[config.mk]
export PLATFORM = sky130hd
export DESIGN_NAME = gpmc_reg_bank
export DESIGN_NICKNAME = d
export VERILOG_FILES = /design/src/rtl/gpmc_reg_bank.sv
export SDC_FILE = /design/constraint.sdc
export NUM_CORES = 1
export LEC_CHECK = 0
export BUFFER_PORTS_ARGS = -buffer_cell sky130_fd_sc_hd__clkbuf_2
export CAP_MARGIN = 40
export CORE_ASPECT_RATIO = 0.75
export CORE_MARGIN = 5
export CORE_UTILIZATION = 46
export DETAILED_ROUTE_END_ITERATION = 12
export PLACE_DENSITY = 0.77
export SLEW_MARGIN = 5
export SYNTH_ARGS = -nofsm -noshare
export SYNTH_HDL_FRONTEND = slang
export SYNTH_SLANG_ARGS = --single-unit
export TNS_END_PERCENT = 20
[constraint.sdc]
create_clock -name gpmc_clk -period 2.6 [get_ports gpmc_clk]
set_input_delay 0.39 -clock gpmc_clk [delete_from_list [all_inputs] [get_ports gpmc_clk]]
set_output_delay 0.39 -clock gpmc_clk [all_outputs]
set_load 0.03 [all_outputs]
[src/rtl/gpmc_reg_bank.sv]
// Host-visible register bank: ID, scratch, sticky events with mask/irq, last address,
// control and status words. One-cycle registered reads, zero output on miss for OR-combining.
module gpmc_reg_bank #(
   parameter int          ADDR_WIDTH = 16,
   parameter int          DATA_WIDTH = 16,
   parameter int unsigned BASE_ADDR  = 0,
   parameter int unsigned ID_VALUE   = 32'h0000_C10D,
   parameter int          N_CTRL     = 4,
   parameter int          N_STAT     = 4,
   parameter int          N_EVENTS   = 8
) (
   input  logic                         gpmc_clk,
   input  logic                         gpmc_reset,
   input  logic                         address_valid,
   input  logic [ADDR_WIDTH-1:0]        address,
   input  logic                         wr_en,
   input  logic [DATA_WIDTH-1:0]        wr_data,
   output logic [DATA_WIDTH-1:0]        rd_data,
   input  logic [N_STAT*DATA_WIDTH-1:0] stat_in,
   input  logic [N_EVENTS-1:0]          event_in,
   output logic [N_CTRL*DATA_WIDTH-1:0] ctrl_out,
   output logic [N_CTRL-1:0]            ctrl_wr_pulse,
   output logic                         irq
);

   localparam logic [ADDR_WIDTH-1:0] LP_BASE   = ADDR_WIDTH'(BASE_ADDR);
   localparam logic [DATA_WIDTH-1:0] LP_ID     = DATA_WIDTH'(ID_VALUE);
   localparam logic [DATA_WIDTH-1:0] LP_SCR_RV = DATA_WIDTH'(16'h1234);

   logic [DATA_WIDTH-1:0] r_rd_data;
   logic [DATA_WIDTH-1:0] r_scratch;
   logic [N_EVENTS-1:0]   r_event;
   logic [N_EVENTS-1:0]   r_mask;
   logic [DATA_WIDTH-1:0] r_last_addr;
   logic [DATA_WIDTH-1:0] r_ctrl [N_CTRL];
   logic [N_CTRL-1:0]     r_ctrl_wr_pulse;
   logic                  r_irq;
   logic                  r_av_prev;

   logic [ADDR_WIDTH-1:0] w_offset;
   logic [5:0]            w_off6;
   logic                  w_in_range;
   logic                  w_hit;
   logic [DATA_WIDTH-1:0] w_rd_val;
   logic                  w_sel_scratch;
   logic                  w_sel_event;
   logic                  w_sel_mask;
   logic [N_CTRL-1:0]     w_sel_ctrl;
   logic [N_EVENTS-1:0]   w_clr;

   // Addresses below the base wrap to large offsets and fall out of range.
   assign w_offset   = address - LP_BASE;
   assign w_off6     = w_offset[5:0];
   assign w_in_range = (w_offset < ADDR_WIDTH'(64)) && !w_offset[0];

   always_comb begin
      w_hit         = 1'b0;
      w_rd_val      = '0;
      w_sel_scratch = 1'b0;
      w_sel_event   = 1'b0;
      w_sel_mask    = 1'b0;
      w_sel_ctrl    = '0;
      if (w_in_range) begin
         case (w_off6)
            6'h00: begin w_hit = 1'b1; w_rd_val = LP_ID; end
            6'h02: begin w_hit = 1'b1; w_rd_val = r_scratch; w_sel_scratch = 1'b1; end
            6'h04: begin w_hit = 1'b1; w_rd_val = DATA_WIDTH'(r_event); w_sel_event = 1'b1; end
            6'h06: begin w_hit = 1'b1; w_rd_val = DATA_WIDTH'(r_mask); w_sel_mask = 1'b1; end
            6'h08: begin w_hit = 1'b1; w_rd_val = r_last_addr; end
            default: begin
               for (int i = 0; i < N_CTRL; i++) begin
                  if (w_off6 == 6'(16 + 2 * i)) begin
                     w_hit         = 1'b1;
                     w_rd_val      = r_ctrl[i];
                     w_sel_ctrl[i] = 1'b1;
                  end
               end
               for (int i = 0; i < N_STAT; i++) begin
                  if (w_off6 == 6'(32 + 2 * i)) begin
                     w_hit    = 1'b1;
                     w_rd_val = stat_in[i*DATA_WIDTH +: DATA_WIDTH];
                  end
               end
            end
         endcase
      end
   end

   assign w_clr = (wr_en && w_sel_event) ? wr_data[N_EVENTS-1:0] : '0;

   always_ff @(posedge gpmc_clk) begin
      if (gpmc_reset) begin
         r_rd_data       <= '0;
         r_scratch       <= LP_SCR_RV;
         r_event         <= '0;
         r_mask          <= '0;
         r_last_addr     <= '0;
         r_ctrl_wr_pulse <= '0;
         r_irq           <= 1'b0;
         r_av_prev       <= 1'b1;
         for (int i = 0; i < N_CTRL; i++) r_ctrl[i] <= '0;
      end else begin
         r_rd_data       <= (address_valid && w_hit) ? w_rd_val : '0;
         r_av_prev       <= address_valid;
         r_ctrl_wr_pulse <= wr_en ? w_sel_ctrl : '0;
         // Set wins over a same-cycle write-1-to-clear.
         r_event         <= (r_event & ~w_clr) | event_in;
         r_irq           <= |(r_event & r_mask);
         if (address_valid && !r_av_prev) r_last_addr <= DATA_WIDTH'(address);
         if (wr_en && w_sel_scratch) r_scratch <= wr_data;
         if (wr_en && w_sel_mask) r_mask <= wr_data[N_EVENTS-1:0];
         for (int i = 0; i < N_CTRL; i++) begin
            if (wr_en && w_sel_ctrl[i]) r_ctrl[i] <= wr_data;
         end
      end
   end

   always_comb begin
      ctrl_out = '0;
      for (int i = 0; i < N_CTRL; i++) ctrl_out[i*DATA_WIDTH +: DATA_WIDTH] = r_ctrl[i];
   end

   assign rd_data       = r_rd_data;
   assign ctrl_wr_pulse = r_ctrl_wr_pulse;
   assign irq           = r_irq;

endmodule

## Word-level counts from Yosys, hierarchy flattened

Memory sizes are Yosys's and may differ from the RTL's.
Index checks and enable logic that the tools add are counted.

| cells by class | value |
|---|---|
| $add $sub $neg | 0 |
| multiply operators | 0 |
| divide/modulo/power cells | 0 |
| order comparisons | 1 |
| equality and inequality tests | 12 |
| shift operators | 0 |
| multiplexer cells | 49 |
| bitwise logic cells | 11 |
| reductions and logical operators | 17 |

Operators by type and width:

| operator | count |
|---|---|
| 16-bit two-way mux | 12 |
| 16-bit case mux with 5 select lines | 1 |
| 1-bit two-way mux | 33 |
| 6-bit by 5-bit equality test with 1-bit output (second input constant) | 4 |
| 6-bit equality test (second input constant) | 4 |
| 8-bit AND | 2 |
| 16-bit by 7-bit less-than comparator with 1-bit output (second input constant) | 1 |
| 6-bit by 3-bit equality test with 1-bit output (second input constant) | 2 |
| 1-bit logical AND | 10 |
| 4-bit two-way mux | 2 |
| 8-bit two-way mux | 1 |
| 8-bit NOT | 1 |
| 8-bit OR | 1 |
| 8-bit OR reduction | 1 |
| 6-bit by 2-bit equality test with 1-bit output (second input constant) | 1 |
| 6-bit by 4-bit equality test with 1-bit output (second input constant) | 1 |
| 6-bit zero test | 1 |
| 5-bit OR reduction | 1 |
| 1-bit OR | 4 |
| 1-bit NOT | 3 |
| 3-bit OR reduction | 1 |
| 1-bit zero test | 2 |
| 2-bit OR reduction | 1 |

| word-level totals | value |
|---|---|
| register bits after elaboration | 70 |
| bits in latches | 0 |
| memory bits (writable) | 64 |
| memory bits (read-only) | 0 |
| input port bits | 108 |
| output and inout port bits | 85 |
| word-level logic and storage cells | 99 |
| memories | 1 |

Memory list:

| memory | depth | width | read ports | clocked after memory_dff | wr ports | RTL line | source |
|---|---|---|---|---|---|---|---|
| r_ctrl | 4 | 16 | 4 | 0 | 4 | 35 | `logic [DATA_WIDTH-1:0] r_ctrl [N_CTRL];` |

## Logic depth before layout (Yosys ltp)

| logic depth | value |
|---|---|
| depth after elaboration | 14 |
| depth in mapped cells | 9 |
| gate-level depth less buffers | 6 |

## Worst setup path before layout

No wires, ideal clock.

| timing path | value |
|---|---|
| kind | input-to-reg |
| from | input port address[3] |
| to | memory r_ctrl[2][0], enable pin |
| setup time | 0.392 ns |
| arrival time | 2.076 ns |
| data required time | 2.208 ns |
| path slack | 0.131 ns |
| stages | 5 |
| path buffers | 2 |
| path through | buf_6 nand2b_1 buf_2 or3_1 o21bai_1 |

RTL lines:

| what | RTL line | source |
|---|---|---|
| from (decl) | 15 | `input logic [ADDR_WIDTH-1:0] address,` |
| to (decl) | 35 |  |

==> metrics <==
clock slew at reported path FFs 0.06 ns; xor/xnor share of the synthesized area 0%; largest family of logic cells by synthesized area simple AND/OR/NAND/NOR gates; Seq cells post-synth ~130; Max Clk Rate 0.4963 GHz; first-pass GRT wire length 33.11 mm; sequential fraction of the synthesis area 54.06%; clk_skew 0.009102 ns; largest net degree at the start of global routing 36; HP Class in2reg; CTS Hold Buffers Added 0; final wirelength approximately 22 mm; routed len/inst ~22 µm; fin. max-slew vios 0; Die W between 100 and 150 µm; Distinct cells, synth 51; worst path required time ~2.7 ns; Post-Synth Adder-Cell Area 0%; CP max-delay cell nor4_1; post-synth top area share 31.26%; gp weighted congestion between 0.9 and 1; static leakage 3.157 nW; multiplexer share of the synthesized area 2.178%; Synth Instances 609; grt total ovfl 0; Setup TNS 0 ns; routed via count about 5900; sequential cell area 0.003323 mm²; nets@finish 926; Hold Slack 0.1824 ns; clock latency on the worst-skew pair 0.42 ns; Post-synth EDFFs 64; area fraction in compound gates after synthesis 18.79%; Max VDD drop 0.5648 mV; root buffer cell clkbuf_16; Longest Clk Path Bufs 2; IO Port Bufs 192; layout cells sized above 1 33.45%; pwr dens about 670 mW/mm²; DR DRC count 0; Rel. slew slack between 50% and 60%; crit path DAT 2.12 ns; Initial Util 47.06%; post-synth top area cell edfxtp_1; most common cell in the netlist nand2_1; syn_area_per_cell 10.09 µm²; shortest period the worst path allows 2.015 ns; total track usage 28.03%; DIE HEIGHT ~110 µm; Via density just under 6; post-CTS setup buffers 0; CP peak stage delay 0.39 ns; syn_nets 717; # diodes 0; Inserted Clock Buffers 17; die area about 0.016 mm²; r2r setup slk between 1 and 1.5 ns; Routed Antenna Nets 0; Yosys warning count 0; clock sink total 134; post-synthesis instance area 0.006147 mm²; CTS tree built; post-cts resize count 0; Max-cap violations 0; RSZ-0062 raised after global routing no; Filler Cell Count between 1000 and 1500; Finish-stage setup viols 0; Detailed Place HPWL 16.83 mm; CP Capture Type flop; fin crit share 77.50%; DR iter-0 viols 667; status completed; Top FF cell, synth dfxtp_1; Setup crit start kind input pin; Syn-to-layout area delta 30.65%; CP Max Fanout 16; Simple-Gate Fraction of Synth Area 21.68%; Hold Fails Final Rpt 0; initial antenna violation count 0; Least-Margin Pin Slew 0.7271 ns; H-tree depth 4; first drt pass iteration count 9; Cell Chain, Critical Path clkbuf_2 > nor4_1 > and3_1 > and2_1 > nand2_1 > o21bai_1 > buf_4; vias in the first global route 5967; Core Area 0.01306 mm²; top post-synthesis cells by area edfxtp_1 31%, dfxtp_1 23%, and2_1 6.6%; FFs w/ async S/R, synth 0%; IO Pins 193; Row Count 36; Post-synth top cells 103 x nand2_1, 70 x dfxtp_1, 65 x and2_1, 64 x edfxtp_1, 57 x a21oi_1; Setup CP Type in2reg; footprint of the multi-input gates 0.002621 mm²
power breakdown:
| part | internal, mW | switching, mW | total (mW) |
|---|---|---|---|
| clock | 1.60 | 0.919 | 2.52 |
| sequential | 2.28 | 0.0581 | 2.34 |
| combinational | 0.165 | 0.333 | 0.498 |
| total | 4.05 | 1.31 | 5.36 |
worst paths after layout:
path | from | to | depth (start not counted)
setup / recovery | address[0] | r_ctrl[0][2] | 7
hold / removal | event_in[0] | r_event[0] | 3
setup reg to reg | r_ctrl[1][15] | rd_data[15] | 6
hold reg to reg | r_scratch[15] | rd_data[15] | 2
area by class of cell:
| type | instances | share of cell area, % |
|---|---|---|
| sequential | 134 | 41.38 |
| multi-input combinational | 433 | 32.64 |
| timing repair buffer | 231 | 15.61 |
| tap | 171 | 2.664 |
| inverter | 1 | 0.04674 |
| clock buffer | 20 | 5.437 |
| clock inverter | 12 | 2.228 |
kinds of logic after synthesis:
group	after synthesis
and+or+nand+nor	252
AOI/OAI and AO/OA	168
DFF	134
buffers and inverters	42
muxes	13
registers in the layout (all words and copies together), names as in the netlist:
name / cells
r_last_addr: 16
r_ctrl: 64
r_av_prev: 1
irq: 1
rd_data: 16
r_event: 8
r_scratch: 16
ctrl_wr_pulse: 4
r_mask: 8
routing by layer:
layer  share of wire, %  global-route usage, %  wire, µm  vias up
met4                1.8                  8.401       386        0
met5                  0                      0         0        -
li1                   -                      -         -     2672
met1                 41                  37.57      9057     2862
met3                 12                  8.193      2594       35
met2                 45                  44.40      9978      377
worst max-delay path, delay by kind of cell:
family / cells / cell delay [ns]
simple gates: 4 / 1.01
compound gates: 1 / 0.22
buf+inv: 2 / 0.48
placed cells by master, fill, tap and decap left out, drive strengths merged, types with 2 or more instances in the layout:
master      n
nand2b      5
a31o       10
clkbuf    212
and2       65
o221ai      4
or3         8
or2         2
o2bb2ai     3
nand3       5
o22a        4
o22ai       4
nor2b       4
nor3       15
edfxtp     64
nand3b      5
buf        39
dfxtp      70
a222oi     14
bufinv      4
nand2     103
mux2        3
clkinvlp    2
mux2i      10
a22oi      24
a221oi      8
and3        2
a21o        2
a211oi      3
nor2       29
clkinv      6
a31oi      10
nand4       2
nor4        5
o21ai      11
o2111ai     5
o21bai      4
a21oi      57
metrics by stage:
stage / total power, mW / util, % / worst slack [ns] / std cells / cell area (µm²)
global route: 5.513 / 61.48 / 0.4746 / 1002 / 8031
CTS: 5.363 / 61.48 / 0.6147 / 1002 / 8031
floorplan: 2.615 / - / 0.1311 / 609 / 6147
global placement: 2.860 / 56.77 / 0.2880 / 970 / 7416
detailed placement: 2.870 / 56.77 / 0.1782 / 970 / 7416
finish: 5.357 / 61.48 / 0.5849 / 1002 / 8031
No activity file was read; power rests on OpenSTA's default activity.
